## config.mk

```make
export PLATFORM = sky130hd
export DESIGN_NAME = lsu_subword
export DESIGN_NICKNAME = d
export VERILOG_FILES = /design/src/rtl/lsu_subword.sv
export SDC_FILE = /design/constraint.sdc
export NUM_CORES = 1
export LEC_CHECK = 0
export BUFFER_PORTS_ARGS = -buffer_cell sky130_fd_sc_hd__clkbuf_2
export CORE_UTILIZATION = 51
export DETAILED_ROUTE_END_ITERATION = 8
export PLACE_DENSITY = 0.91
export SYNTH_ARGS = -nofsm -noshare
export SYNTH_HDL_FRONTEND = slang
export SYNTH_SLANG_ARGS = --single-unit
```

## constraint.sdc

```tcl
create_clock -name clk -period 2.4 [get_ports clk]
set_input_delay 0.72 -clock clk [delete_from_list [all_inputs] [get_ports clk]]
set_output_delay 0.72 -clock clk [all_outputs]
set_load 0.02 [all_outputs]
```

## src/rtl/lsu_subword.sv

```systemverilog
// Load/store unit for a 64-bit word-addressed data memory: sized, extended loads
// and sub-word stores performed as read-modify-write of the containing doubleword.
module lsu_subword #(
    parameter int XLEN = 64
) (
    input  logic            clk,
    input  logic            rst_n,
    input  logic            req_valid,
    output logic            req_ready,
    input  logic            req_store,
    input  logic [2:0]      req_funct3,
    input  logic [XLEN-1:0] req_addr,
    input  logic [XLEN-1:0] req_wdata,
    output logic            resp_valid,
    input  logic            resp_ready,
    output logic [XLEN-1:0] resp_rdata,
    output logic            resp_err,
    output logic            mem_read,
    output logic            mem_write,
    output logic [XLEN-1:0] mem_addr,
    output logic [XLEN-1:0] mem_wdata,
    input  logic [XLEN-1:0] mem_rdata
);

    typedef enum logic [2:0] {IDLE, LOAD, RMW_RD, WRITE, RESP} state_t;

    state_t            state_q, state_d;
    logic [2:0]        funct3_q;
    logic [XLEN-1:0]   addr_q;
    logic [XLEN-1:0]   merge_q;   // store data at accept, merged doubleword after RMW_RD
    logic [XLEN-1:0]   rdata_q;
    logic              err_q;

    logic              accept, misaligned, illegal, req_bad;
    logic [5:0]        shamt;
    logic [XLEN-1:0]   lane, load_ext, size_mask, lane_mask, merged;

    assign accept  = req_valid & req_ready;
    assign illegal = req_store ? req_funct3[2] : (req_funct3 == 3'b111);
    assign req_bad = illegal | misaligned;

    // NOTE: every signal driven from always_comb gets a default first, so no path can infer a latch.
    always_comb begin
        misaligned = 1'b0;
        case (req_funct3[1:0])
            2'b01:   misaligned = req_addr[0];
            2'b10:   misaligned = |req_addr[1:0];
            2'b11:   misaligned = |req_addr[2:0];
            default: misaligned = 1'b0;
        endcase
    end

    // Little-endian lane at byte offset addr[2:0].
    assign shamt = {addr_q[2:0], 3'b000};
    assign lane  = mem_rdata >> shamt;

    always_comb begin
        load_ext = lane;
        case (funct3_q)
            3'b000:  load_ext = {{56{lane[7]}},  lane[7:0]};
            3'b001:  load_ext = {{48{lane[15]}}, lane[15:0]};
            3'b010:  load_ext = {{32{lane[31]}}, lane[31:0]};
            3'b100:  load_ext = {56'd0, lane[7:0]};
            3'b101:  load_ext = {48'd0, lane[15:0]};
            3'b110:  load_ext = {32'd0, lane[31:0]};
            default: load_ext = lane;
        endcase
    end

    always_comb begin
        size_mask = '1;
        case (funct3_q[1:0])
            2'b00:   size_mask = 64'h0000_0000_0000_00FF;
            2'b01:   size_mask = 64'h0000_0000_0000_FFFF;
            2'b10:   size_mask = 64'h0000_0000_FFFF_FFFF;
            default: size_mask = '1;
        endcase
    end

    assign lane_mask = size_mask << shamt;
    assign merged    = (mem_rdata & ~lane_mask) | ((merge_q << shamt) & lane_mask);

    always_comb begin
        state_d = state_q;
        case (state_q)
            IDLE: begin
                if (accept) begin
                    if (req_bad)                     state_d = RESP;
                    else if (!req_store)             state_d = LOAD;
                    else if (req_funct3 == 3'b011)   state_d = WRITE;
                    else                             state_d = RMW_RD;
                end
            end
            LOAD:    state_d = RESP;
            RMW_RD:  state_d = WRITE;
            WRITE:   state_d = RESP;
            RESP:    if (resp_ready) state_d = IDLE;
            default: state_d = IDLE;
        endcase
    end

    // NOTE: sequential state uses non-blocking assignments so all registers update from pre-edge values.
    always_ff @(posedge clk or negedge rst_n) begin
        if (!rst_n) begin
            state_q <= IDLE;
        end else begin
            state_q <= state_d;
        end
    end

    // NOTE: datapath registers are reset too, because mem_addr, mem_wdata and resp_rdata must read 0 in reset.
    always_ff @(posedge clk or negedge rst_n) begin
        if (!rst_n) begin
            funct3_q <= '0;
            addr_q   <= '0;
            merge_q  <= '0;
            rdata_q  <= '0;
            err_q    <= 1'b0;
        end else begin
            case (state_q)
                IDLE: begin
                    if (accept) begin
                        funct3_q <= req_funct3;
                        addr_q   <= req_addr;
                        merge_q  <= req_wdata;
                        rdata_q  <= '0;
                        err_q    <= req_bad;
                    end
                end
                LOAD:    rdata_q <= load_ext;
                RMW_RD:  merge_q <= merged;
                default: ;
            endcase
        end
    end

    assign req_ready  = (state_q == IDLE);
    assign resp_valid = (state_q == RESP);
    assign resp_rdata = rdata_q;
    assign resp_err   = err_q;
    assign mem_read   = (state_q == LOAD) || (state_q == RMW_RD);
    assign mem_write  = (state_q == WRITE);
    assign mem_addr   = {addr_q[XLEN-1:3], 3'b000};
    assign mem_wdata  = merge_q;

endmodule
```

## Word level (Yosys, flattened, before mapping)

Index checks and enable logic that the tools add are counted.

- Bits in registers: 199
- Bits in latches: 0
- Bits in writable memories: 0
- Bits in read-only memories: 0
- Input bits: 200
- Output and inout port bits: 197
- Logic and storage cells: 60
- Memories: 0

- Add/subtract/negate cells: 0
- Multipliers: 0
- Div/mod/pow operators: 0
- Order comparisons: 0
- Eq/ne operators: 18
- Shifts and indexed selects: 3
- Mux-type cells: 14
- Bitwise logic cells: 6
- Reduce and logical (&&, ||, !) cells: 13

Operator list:

| kind | count |
|---|---|
| $pmux W64 S6 | 1 |
| $pmux W64 S2 | 2 |
| $pmux W64 S3 | 1 |
| $and A64 B64 Y64 | 2 |
| $mux W64 | 2 |
| $shl A64 B6 Y64 | 2 |
| $not A64 Y64 | 1 |
| $or A64 B64 Y64 | 1 |
| $shr A64 B6 Y64 | 1 |
| $eq A3 B3 Y1 const B | 5 |
| $eq A3 B2 Y1 const B | 4 |
| $pmux W3 S4 | 1 |
| $mux W3 | 3 |
| $reduce_and A2 Y1 | 4 |
| $eq A2 B2 Y1 const B | 3 |
| $eq A3 B1 Y1 const B | 2 |
| $logic_not A3 Y1 | 2 |
| $eq A2 B1 Y1 const B | 2 |
| $ne A2 B1 Y1 const B | 2 |
| $reduce_bool A2 Y1 | 2 |
| $reduce_or A2 Y1 | 2 |
| $pmux W1 S3 | 1 |
| $reduce_or A3 Y1 | 1 |
| $logic_not A2 Y1 | 1 |
| 5 further kinds | 6 |

## Longest topological paths before layout

- Word-level depth: 7
- Mapped depth: 9
- Depth with buffers taken out: 5

## Worst setup path after synthesis

No wires, ideal clock.

- Path type: register to output
- From: register state_q[0]
- To: output port mem_read
- Arrival: 1386 ps
- Required time: 1680 ps
- Slack: 294 ps
- Cell stages (with the launch flop): 5
- Buffers on the path: 2
- Path through: dfrtp_1 -> or3b_2 -> clkbuf_1 -> clkbuf_1 -> nand2_1

- Longest elaborated chain between the ends: 2
- Elaborated cells on any way between the ends: 3
- Those cells by class: eq/ne: 2; reduce/logical: 1

RTL lines:

| what | line | source |
|---|---|---|
| from (decl) | 27 | `state_t state_q, state_d;` |
| from (signal assigned) | 107 | `state_q <= state_d;` |
| $eq A3 B1 Y1 or $eq A3 B2 Y1 (tied branches) | 141 | `assign mem_read = (state_q == LOAD) \|\| (state_q == RMW_RD);` |
| $logic_or A1 B1 Y1 (*) | 141 |  |
| to (decl) | 18 | `output logic mem_read,` |

Every way passes the cells marked *; elsewhere a longest branch is shown, timed or not.

## Worst setup path in the final report

- From: register addr_q[1]
- To: register merge_q[36], in the netlist mem_wdata[36]

- Longest elaborated chain between the ends: 5
- Elaborated cells on any way between the ends: 7
- Those cells by class: shift: 2; mux: 1; bitwise: 4

RTL lines:

| what | line | source |
|---|---|---|
| from (decl) | 29 | `logic [XLEN-1:0] addr_q;` |
| from (signal assigned) | 124 | `addr_q <= req_addr;` |
| $shl A64 B6 Y64 | 80 | `assign lane_mask = size_mask << shamt;` |
| $not A64 Y64 | 81 | `assign merged = (mem_rdata & ~lane_mask) \| ((merge_q << shamt) & lane_mask);` |
| $and A64 B64 Y64 | 81 |  |
| $or A64 B64 Y64 (*) | 81 |  |
| $pmux W64 S2 (*) | 120 | `case (state_q)` |
| to (signal assigned) | 125 | `merge_q <= req_wdata;` |
| to (signal assigned) | 131 | `RMW_RD: merge_q <= merged;` |
| to (decl) | 30 | `logic [XLEN-1:0] merge_q;` |

Marked as above.
A chain may end at the register's enable or synchronous reset.

==> qor.txt <==
========================================================================================================
Post-synthesis instance total                                                                      1,380
Total power after layout                                                                         24.3 mW
Remaining routing DRC violations                                                                       0
Antenna violations before repair                                                                       1
Core box area                                                                               23,500 sq um
Post-CTS clock slew at the launch and capture registers of the worst setup and hold paths          90 ps
Share of cells above drive strength 1                                                              0.344
Crit path DAT                                                                                    2670 ps
Sum of routed wire segments on met1                                                         18,100 microns
Capture point of the worst path                                                             mem_wdata[36]
Initial DRC Count                                                                                  1,975
Count of state elements after synthesis                                                              199
VDD IR max                                                                                      0.808 mV
Total routing usage reported by global routing                                                     0.400
Global-route wire length before repair                                                      72,500 microns
Pins Over Slew Limit                                                                                   0
Mapped cell area                                                                            12,300 sq um
Initial standard-cell utilization of the core                                                      0.522
Number of hold buffers added after cts                                                                 0
Total Die Area                                                                              24,700 sq um
Detailed Routing Iterations Pass 1                                                                     6
Top-level I/O count                                                                                  397
DR top layer                                                                                        met5
Die Height                                                                                   157 microns
Largest clock skew in the final design                                                           25.0 ps
Footprint of the flip-flops and latches                                                       4990 sq um
Max Root-Sink Buffers                                                                                  2
X dimension of the die                                                                       157 microns
Final-layout fill cell count                                                                       1,984
Port buffer count                                                                                    393
Standard-cell rows                                                                                    56
Worst max-slew margin expressed relative to the limit                                              0.417
Clock latency reported for the late side of the worst-skew pair                                   460 ps
Area of combinational cells with multiple inputs                                              6240 sq um
Crit-path max FO                                                                                       9
Via count                                                                                         12,700
Clock tree root driver cell                                                                 sky130_fd_sc_hd__clkbuf_16
Synth warn                                                                                             0
CTS H-tree lvls                                                                                        4
FMAX                                                                                             422 MHz
Most used flip-flop cell after synthesis                                                    sky130_fd_sc_hd__dfrtp_1
Via/cell ratio                                                                                      6.28
Clock buffer count from CTS                                                                           17
Path type of the worst setup path                                                                reg2reg
Unrepaired setup endpoints after global routing                                                       no
Post-route fraction of the period consumed by the critical path                                    0.987
Final count of negative-setup-slack endpoints                                                          0
Launch instance of the worst register-to-register path                                         addr_q[1]
Number of unique standard cell types used by synthesis                                                57
Total of max-cap violations                                                                            0
Leakage dissipation                                                                              7.31 nW
Outcome                                                                                     finished, final reports clean
Final wirelength                                                                            49,500 microns
PwrDens                                                                                     1620 nW/um^2
Critical path startpoint                                                                       addr_q[1]
Actual slew at the worst max-slew pin                                                             872 ps
Average size of a mapped cell                                                                 8.91 sq um
Count of final hold-check violations                                                                   0
Endpoint of the most critical register-to-register path                                     mem_wdata[36]
Post-DP HPWL                                                                                38,000 microns
Maximum number of pins on one net before global-route repair                                         107
Placer congestion estimate                                                                         0.990
Cell area reported after detailed placement                                                 14,300 sq um
Clock tree from TritonCTS                                                                           done
Proportion of register bits with asynchronous set or reset after synthesis                          1.00
Most common library cell in the layout ignoring fill and taps                               sky130_fd_sc_hd__clkbuf_2
Remaining Overflow, GRT                                                                                0
Num Clock Sinks                                                                                      199
FF-to-FF path depth                                                                                    6
R2R Setup Slk                                                                                      30 ps
EDFF count, synth                                                                                      0
Vias in the first global route                                                                    12,100
Total met3 wirelength after detailed routing                                                6010 microns
Commonest non-fill, non-tap cells in the layout                                             sky130_fd_sc_hd__clkbuf_2, sky130_fd_sc_hd__nand2_1, sky130_fd_sc_hd__dfrtp_1
Crit start category                                                                             register
Final critical-path required period                                                              2370 ps
Number of nets with antenna violations after detailed routing                                          0
Relative area change from synthesis to final layout                                                22.0%
Final Instance Area                                                                         15,000 sq um
Total negative setup slack                                                                          0 ps
Crit. End Element                                                                               register
Diode insertion count for antenna repair                                                               0
CP Data Required Time                                                                            2700 ps
DR WL met2                                                                                  22,700 microns
Drt wl/cell                                                                                 24.5 microns
Final-stage net count                                                                              1,890
Sequential share of the synthesized area                                                           0.405
Path category of the worst min-delay check                                                      in2async
========================================================================================================
-- routing by layer --
| metal | track usage | up-vias |
|---|---|---|
| met5 | 0 | - |
| met4 | 0.216 | 2 |
| met3 | 0.117 | 206 |
| met2 | 0.634 | 973 |
| met1 | 0.491 | 6008 |
| li1 | - | 5514 |
-- sequential cells by signal, summed over array words and instances, names as in the netlist, named ones only --
| signal | count |
|---|---|
| addr_q | 64 |
| funct3_q | 3 |
| mem_wdata | 48 |
| resp_err | 1 |
| resp_rdata | 64 |
| state_q | 3 |
-- power breakdown --
part / internal, mW / switching, mW / total (mW)
Sequential: 4.95 / 1.61 / 6.56
Combinational: 5.29 / 9.39 / 14.7
Clock: 1.55 / 1.56 / 3.11
Total: 11.8 / 12.6 / 24.3
-- worst max-delay path: stages, from the launching register on --
cell and delay [ps]:
sky130_fd_sc_hd__dfrtp_4 500, sky130_fd_sc_hd__buf_4 190, sky130_fd_sc_hd__o21ai_0 250, sky130_fd_sc_hd__o21ai_1 190, sky130_fd_sc_hd__and2_1 320, sky130_fd_sc_hd__a221oi_1 620, sky130_fd_sc_hd__a32oi_1 130
-- logic make-up (layout without fill, tap and decap cells) --
group | count (synthesis) | in the layout | share of synthesized area
other cells | 1 | 3 | 0.000305
flops | 199 | 199 | 0.405
simple gates | 454 | 454 | 0.153
mux | 142 | 142 | 0.135
buf+inv | 184 | 505 | 0.0917
compound gates | 400 | 400 | 0.215
-- synthesized netlist by cell type, types with 17 or more instances --
cell / n / area share
sky130_fd_sc_hd__o21ai_0: 111 / 0.045
sky130_fd_sc_hd__clkbuf_1: 55 / 0.017
sky130_fd_sc_hd__mux2i_1: 96 / 0.078
sky130_fd_sc_hd__dfrtp_1: 199 / 0.41
sky130_fd_sc_hd__a21oi_1: 72 / 0.029
sky130_fd_sc_hd__buf_2: 32 / 0.013
sky130_fd_sc_hd__a221oi_1: 22 / 0.016
sky130_fd_sc_hd__buf_6: 17 / 0.016
sky130_fd_sc_hd__o22ai_1: 49 / 0.025
sky130_fd_sc_hd__nand2_1: 321 / 0.098
sky130_fd_sc_hd__buf_4: 71 / 0.043
sky130_fd_sc_hd__o31ai_1: 17 / 0.010
sky130_fd_sc_hd__mux2_2: 30 / 0.027
sky130_fd_sc_hd__nor2_1: 80 / 0.024
-- area by class of cell --
type / count / area share
timing repair buffer: 469 / 0.181
multi-input combinational: 999 / 0.416
tap: 319 / 0.0266
clock buffer: 18 / 0.0293
sequential: 199 / 0.333
inverter: 4 / 0.00100
clock inverter: 14 / 0.0129
-- worst min-delay path by stage --
stage	cells after the start	slack (ps)	end
final	1	190	resp_rdata[58]
after global routing	1	230	resp_rdata[59]
after floorplan	0	420	asynchronous set/reset pin
after global placement	2	460	addr_q[49]
after CTS	1	230	resp_rdata[37]
after detailed placement	2	460	addr_q[13]
-- metrics by stage --
| stage | setup slack (ps) | cells | hold slack [ps] | utilization |
|---|---|---|---|---|
| 3_5_place_dp | 37.8 | 1990 | 463 | 0.609 |
| 2_1_floorplan | 294 | 1382 | 424 | - |
| 5_1_grt | 2.27 | 2022 | 228 | 0.637 |
| 4_1_cts | 13.1 | 2022 | 233 | 0.636 |
| 6_report | 32.2 | 2022 | 194 | 0.637 |
| 3_3_place_gp | 119 | 1990 | 457 | 0.609 |
-- what timing repair did --
action	in CTS	in global routing
gates resized for setup	0	4
buffers inserted	0	0
setup endpoints to repair	0	20
(Power assumes the default switching activity.)
